<file path="src/rtl/hardwired_control_unit.sv">
// Hardwired fetch/decode/execute sequencer: steps RST, T0..T7 and HALT,
// producing the per-step datapath control strobes from the IR opcode.
module hardwired_control_unit #(
    parameter int unsigned OPW    = 5,
    parameter logic [4:0]  INC_OP = 5'b11111,
    parameter logic [4:0]  ADD_OP = 5'b00011
) (
    input  logic        clk,
    input  logic        clr,
    input  logic [31:0] ir_in,
    output logic        Pen,
    output logic        Zen,
    output logic        MARen,
    output logic        MDRen,
    output logic        IRen,
    output logic        Yen,
    output logic        write,
    output logic        Pselect,
    output logic        zlowselect,
    output logic        MDRselect,
    output logic        Cselect,
    output logic        Read,
    output logic        Gra,
    output logic        Grb,
    output logic        Grc,
    output logic        Rin,
    output logic        Rout,
    output logic        BAout,
    output logic [4:0]  alu_control,
    output logic        run,
    output logic [3:0]  state
);

    typedef enum logic [3:0] {
        RST  = 4'd0,
        T0   = 4'd1,
        T1   = 4'd2,
        T2   = 4'd3,
        T3   = 4'd4,
        T4   = 4'd5,
        T5   = 4'd6,
        T6   = 4'd7,
        T7   = 4'd8,
        HALT = 4'd9
    } state_t;

    typedef enum logic [2:0] {
        C_NOP, C_HALT, C_LD, C_LDI, C_ST, C_R, C_I
    } op_class_t;

    localparam logic [OPW-1:0] OP_LD   = 5'b00000;
    localparam logic [OPW-1:0] OP_LDI  = 5'b00001;
    localparam logic [OPW-1:0] OP_ST   = 5'b00010;
    localparam logic [OPW-1:0] OP_ADD  = 5'b00011;
    localparam logic [OPW-1:0] OP_SUB  = 5'b00100;
    localparam logic [OPW-1:0] OP_AND  = 5'b00101;
    localparam logic [OPW-1:0] OP_OR   = 5'b00110;
    localparam logic [OPW-1:0] OP_ADDI = 5'b01100;
    localparam logic [OPW-1:0] OP_ANDI = 5'b01101;
    localparam logic [OPW-1:0] OP_ORI  = 5'b01110;
    localparam logic [OPW-1:0] OP_HALT = 5'b11011;

    state_t         state_q, state_d;
    op_class_t      op_class;
    logic [OPW-1:0] op;
    logic [4:0]     imm_alu;
    logic           unused_ir;

    assign op        = ir_in[31 -: OPW];
    assign unused_ir = ^ir_in[31-OPW:0];
    assign state     = state_q;

    // Opcode class; anything undefined (including explicit nop) runs as nop.
    always_comb begin
        op_class = C_NOP;
        imm_alu  = '0;
        case (op)
            OP_LD:   op_class = C_LD;
            OP_LDI:  op_class = C_LDI;
            OP_ST:   op_class = C_ST;
            OP_ADD, OP_SUB, OP_AND, OP_OR: op_class = C_R;
            OP_ADDI: begin op_class = C_I; imm_alu = 5'b00011; end
            OP_ANDI: begin op_class = C_I; imm_alu = 5'b00101; end
            OP_ORI:  begin op_class = C_I; imm_alu = 5'b00110; end
            OP_HALT: op_class = C_HALT;
            default: op_class = C_NOP;
        endcase
    end

    always_ff @(posedge clk or posedge clr) begin
        if (clr) state_q <= RST;
        else     state_q <= state_d;
    end

    always_comb begin
        state_d = state_q;
        case (state_q)
            RST:  state_d = T0;
            T0:   state_d = T1;
            T1:   state_d = T2;
            T2:   state_d = T3;
            T3: begin
                if (op_class == C_HALT)     state_d = HALT;
                else if (op_class == C_NOP) state_d = T0;
                else                        state_d = T4;
            end
            T4:   state_d = T5;
            T5:   state_d = (op_class == C_LD || op_class == C_ST) ? T6 : T0;
            T6:   state_d = T7;
            T7:   state_d = T0;
            HALT: state_d = HALT;
            default: state_d = RST;
        endcase
    end

    always_comb begin
        Pen = 1'b0; Zen = 1'b0; MARen = 1'b0; MDRen = 1'b0; IRen = 1'b0; Yen = 1'b0;
        write = 1'b0; Pselect = 1'b0; zlowselect = 1'b0; MDRselect = 1'b0;
        Cselect = 1'b0; Read = 1'b0; Gra = 1'b0; Grb = 1'b0; Grc = 1'b0;
        Rin = 1'b0; Rout = 1'b0; BAout = 1'b0;
        alu_control = '0;
        run = 1'b1;
        case (state_q)
            T0: begin Pselect = 1'b1; alu_control = INC_OP; Zen = 1'b1; MARen = 1'b1; end
            T1: begin zlowselect = 1'b1; Pen = 1'b1; Read = 1'b1; MDRen = 1'b1; end
            T2: begin MDRselect = 1'b1; IRen = 1'b1; end
            T3: begin
                case (op_class)
                    C_LD, C_LDI, C_ST: begin Grb = 1'b1; BAout = 1'b1; Yen = 1'b1; end
                    C_R, C_I:          begin Grb = 1'b1; Rout = 1'b1; Yen = 1'b1; end
                    default: ;
                endcase
            end
            T4: begin
                Zen = 1'b1;
                case (op_class)
                    C_R:     begin Grc = 1'b1; Rout = 1'b1; alu_control = op; end
                    C_I:     begin Cselect = 1'b1; alu_control = imm_alu; end
                    default: begin Cselect = 1'b1; alu_control = ADD_OP; end
                endcase
            end
            T5: begin
                zlowselect = 1'b1;
                if (op_class == C_LD || op_class == C_ST) MARen = 1'b1;
                else begin Gra = 1'b1; Rin = 1'b1; end
            end
            T6: begin
                MDRen = 1'b1;
                if (op_class == C_ST) begin Gra = 1'b1; Rout = 1'b1; end
                else Read = 1'b1;
            end
            T7: begin
                if (op_class == C_ST) write = 1'b1;
                else begin MDRselect = 1'b1; Gra = 1'b1; Rin = 1'b1; end
            end
            HALT: run = 1'b0;
            default: ;
        endcase
    end

endmodule

</file>
<file path="config.mk">
export PLATFORM = sky130hd
export DESIGN_NAME = hardwired_control_unit
export DESIGN_NICKNAME = d
export VERILOG_FILES = /design/src/rtl/hardwired_control_unit.sv
export SDC_FILE = /design/constraint.sdc
export NUM_CORES = 1
export LEC_CHECK = 0
export ABC_AREA = 1
export BUFFER_PORTS_ARGS = -buffer_cell sky130_fd_sc_hd__buf_2
export CORE_MARGIN = 8
export CORE_UTILIZATION = 34
export CTS_CLUSTER_SIZE = 12
export DETAILED_ROUTE_END_ITERATION = 8
export MAX_ROUTING_LAYER = met4
export PLACE_DENSITY = 0.87
export SYNTH_ARGS = -nofsm -noshare
export SYNTH_HDL_FRONTEND = slang
export SYNTH_SLANG_ARGS = --single-unit
</file>
<file path="constraint.sdc">
create_clock -name clk -period 1.3 [get_ports clk]
set_input_delay 0.065 -clock clk [delete_from_list [all_inputs] [get_ports clk]]
set_output_delay 0.065 -clock clk [all_outputs]
set_load 0.03 [all_outputs]
</file>
# Word level (Yosys, flattened, before mapping)
# Index checks and enable logic that the tools add are counted.
[word_totals]
ff_bits = 4
latchBits = 0
ram_bits = 0
romBits = 0
out_inout_bits = 28
wordCells = 74
mem_count = 0
[op_classes]
add_sub_neg = 0
n_mul = 0
div = 0
magnitude_cmp = 0
eq_ne = 25
n_shift = 0
mux = 35
bitwise_logic = 0
reduce_logical = 13
[op_table]
columns = ["cell", "n"]
rows = [
  ["$pmux 4 s9", 1],
  ["$mux 1", 21],
  ["$pmux 5 s2", 2],
  ["$pmux 3 s6", 1],
  ["$eq 4x3->1 const B", 4],
  ["$eq 5x3->1 const B", 3],
  ["$eq 5x4->1 const B", 3],
  ["$eq 5x2->1 const B", 2],
  ["$reduce_or 2->1", 5],
  ["$eq 3x3->1 const B", 3],
  ["$pmux 3 s3", 1],
  ["$eq 4x2->1 const B", 2],
  ["$eq 4x4->1 const B", 2],
  ["$pmux 1 s2", 4],
  ["$eq 3x2->1 const B", 2],
  ["$mux 3", 2],
  ["$pmux 1 s3", 2],
  ["$reduce_or 3->1", 2],
  ["$eq 5x1->1 const B", 1],
  ["$eq 5x5->1 const B", 1],
  ["$logic_not 5->1", 1],
  ["$reduce_or 5->1", 1],
  ["$eq 4x1->1 const B", 1],
  ["$logic_not 4->1", 1],
  ["5 further kinds", 5],
]

# Depth between registers and ports, before layout
[logic_depth]
ltp_word = 7
depth_mapped = 8
depth_no_buf = 8

# Least setup slack after synthesis
# Ideal clock, no wire load.
[synth_timing]
path_kind = "register to output"
start = "reg state_q[3] (netlist: state[3])"
end = "out MARen"
arrival_ns = 1.708
required_ns = 1.235
setup_slack_ns = -0.473
stages_incl_launch_ff = 6
n_path_buf = 0
path_cell_list = "dfrtp_1 inv_1 nand2_1 nor2_1 inv_1 nand2_1"
[synth_between]
elab_chain_len = 2
word_cells_on_any_way = 3
[synth_rtl]
columns = ["element", "line_no", "source"]
rows = [
  ["from (decl)", "63", "state_t state_q, state_d;"],
  ["from (signal assigned)", "92", "else state_q <= state_d;"],
  ["$eq 4x3->1 / $eq 4x1->1 (equally long branches)", "123", "case (state_q)"],
  ["$pmux 1 s2 *", "123", ""],
  ["to (decl)", "13", "output logic MARen,"],
]
# Every way passes the cells marked *; elsewhere a longest branch is shown, timed or not.

# Worst setup path in the final report
[layout_timing]
start = "reg state_q[0] (netlist: state[0])"
end = "out Read"
[layout_between]
elab_chain_len = 2
word_cells_on_any_way = 3
[layout_rtl]
columns = ["element", "line_no", "source"]
rows = [
  ["$eq 4x3->1 / $eq 4x2->1 (equally long branches)", "123", ""],
  ["$pmux 1 s2 *", "123", ""],
  ["to (decl)", "22", "output logic Read,"],
]
# Marked as above.

==> metrics.txt <==
cell area after synthesis=577 µm²; Clock Power Share=4.3%; top cell type's share of synthesized area=17.4%; die area=0.00327 mm²; router iterations before antenna repair=4; largest net degree at the start of global routing=8; Placer Congestion=0.904; via count of the first global-routing pass=888; final period utilization=117%; Largest register FFs=4; DP Area=957 µm²; share of cells above drive strength 1=71.9%; Setup CP Type=reg2out; highest metal used=met4; syn avg cell area=6.07 µm²; Max Clock Freq=0.655 GHz; vias=934; global-route wire length before repair=4020 µm; clock latency on the worst-skew pair=230 ps; grt total ovfl=0; most common cell in the netlist=nand2_1; CP most frequent cell=buf_6; Slew @ Worst Pin=306 ps; fin area=0.00140 mm²; failing checks=setup timing; Psw=1.99 mW; final worst slack=-227 ps; synth cell count leaders=nand2_1, inv_1, nor2_1; wire per inst=16.1 µm; met2 WL post-DR=1480 µm; crit end category=primary output; total clock sinks=4; Slowest cell on crit path=dfrtp_2; CTS tree=done; Post-synth ARST share=100%; Synth Flop Type=dfrtp_1; IO Port Bufs=34; slowest stage delay, CP=500 ps; Internal=1.65 mW; Clock Path Buffers=2; routed vias/inst=5.28; Synth Register Bits=4; switching power share of the total=54.7%; post-route DRC violation count=0; initial antenna violation count=0; Detailed Route WL=2850 µm; Final Max Tran Viols=0; worst hold path type=in2async; number of nets in the layout=196; H-tree levels=1; number of I/O pins=62; Slew headroom=79.5%; post-synthesis cell count=95; PwrDens=2590 mW/mm²; number of synthesized flops with an enable pin=0; Initial DRC Count=24; WP data required=1240 ps; yosys warns=0; Max VDD drop=1.95 mV; area leader, netlist=dfrtp_1; Antenna Cells=0; maxcap violations=0; RSZ-0062 raised after global routing=yes; critical path peak fanout=6; CP arrival=1460 ps; pre-CTS setup slack=-74.1 ps; Crit path max-delay family=flip-flops; post-route ant nets=0; Global Route Usage Sum=15.3%; Worst Setup Start Kind=register; post-synth net total=129; Reg power frac=8.5%; FP Rows=15; Leak Pwr=0.762 nW; Worst Path Buf+Inv=4; metal3 WL=238 µm; chip height=57.2 µm; post-synthesis sequential area ratio=17.4%; Hold Vio Cnt, Final=0; combinational power share=87.3%; Initial Utilization=34.9%; outcome=finished with violations; HPWL Detailed=1740 µm; Distinct cells, synth=21; Post-Route M1 WL=1120 µm; Setup Skew=1.99 ps; area grow syn2layout=143%; Root Buffer=clkbuf_4; Core Region=0.00165 mm²; Die Wd=57.2 µm; Fin Setup TNS=-3130 ps; CTS clk-pin slew, worst paths=40 ps; Finish-stage setup viols=23; Num CTS Buffers=3; crit path time final=1530 ps; CP cell instances=inv_4, nand2_4, buf_6, nor2_4, inv_2, o21ai_4, buf_6; top post-synthesis cells by area=dfrtp_1, nand2_1, inv_1, nor2_1, nand3_1
final timing paths:
kind,start,endpoint,slack (ps),depth (start not counted)
max,state[0],Read,-230,7
min,clr,state[0],250,3
max in group asynchronous,clr,state[2],890,3
min in group clk,ir_in[27],state[3],280,5
max reg2reg,state[2],state[2],-150,9
min reg2reg,state[0],state[0],700,1
repair_timing:
item                                   4_1_cts  5_1_grt
pin swaps                                   10       10
gates resized for setup                     60       24
hold buffers                                 1        0
buffers inserted                             8       10
setup endpoints to repair                   24       25
gates cloned                                 0        0
endpoints found under the hold margin        4        0
logic make-up after synthesis:
logic type	count (synthesis)	share of synthesized area, %
buffers and inverters	21	14.8
flip-flops	4	17.4
AND/OR/NAND/NOR	62	58.6
AO/OA/AOI/OAI	8	9.33
final cells by class:
class	instances	area, µm²
fill	87	250
timing repair buffer	63	588
clock buffer	3	22.5
tap	17	21.3
multi-input combinational	70	569
inverter	20	95.1
sequential	4	105
cells in the final DEF (no fill, tap or decap), drive strengths merged:
cell type,n
inv,20
nand4,4
dfrtp,4
nand3,11
a211oi,1
a21oi,3
dlygate4sd3,1
nor2,16
buf,62
o21ai,2
o2111ai,2
clkbuf,3
nand3b,1
nor3,4
nand2,26
worst register-to-register path: stages, from the launching register on:
cell and delay (ps):
dfrtp_2 380, inv_4 50, nor2_4 120, inv_4 80, nor3_4 180, nand2_2 120
buf_4 150, buf_4 120, buf_4 120, nand4_1 60
routing by layer:
layer | GRT usage [%] | vias up
met1 | 16.1 | 439
li1 | - | 435
met2 | 26.7 | 58
met3 | 5.76 | 2
met5 | - | -
met4 | 3.02 | 0
metrics by stage:
| stage | total power, mW | utilization (%) | std cells | hold WS, ps |
|---|---|---|---|---|
| 6_report | 3.63 | 84.8 | 177 | 247 |
| 5_1_grt | 3.81 | 84.8 | 177 | 284 |
| 4_1_cts | 3.22 | 75.5 | 167 | 243 |
| 3_5_place_dp | 2.43 | 58.0 | 155 | -50.9 |
| 3_3_place_gp | 2.39 | 58.0 | 155 | -55.6 |
| 2_1_floorplan | 1.78 | - | 95 | -169 |
power by group through the flow:
stage / Sequential, mW / Combinational [mW] / Clock (mW)
floorplan: 0.391 / 1.39 / 0
global placement: 0.291 / 2.10 / 0
global route: 0.314 / 3.33 / 0.167
CTS: 0.291 / 2.76 / 0.162
detailed placement: 0.295 / 2.14 / 0
finish: 0.308 / 3.17 / 0.155
Note: power is estimated with default switching activity, not from simulation.
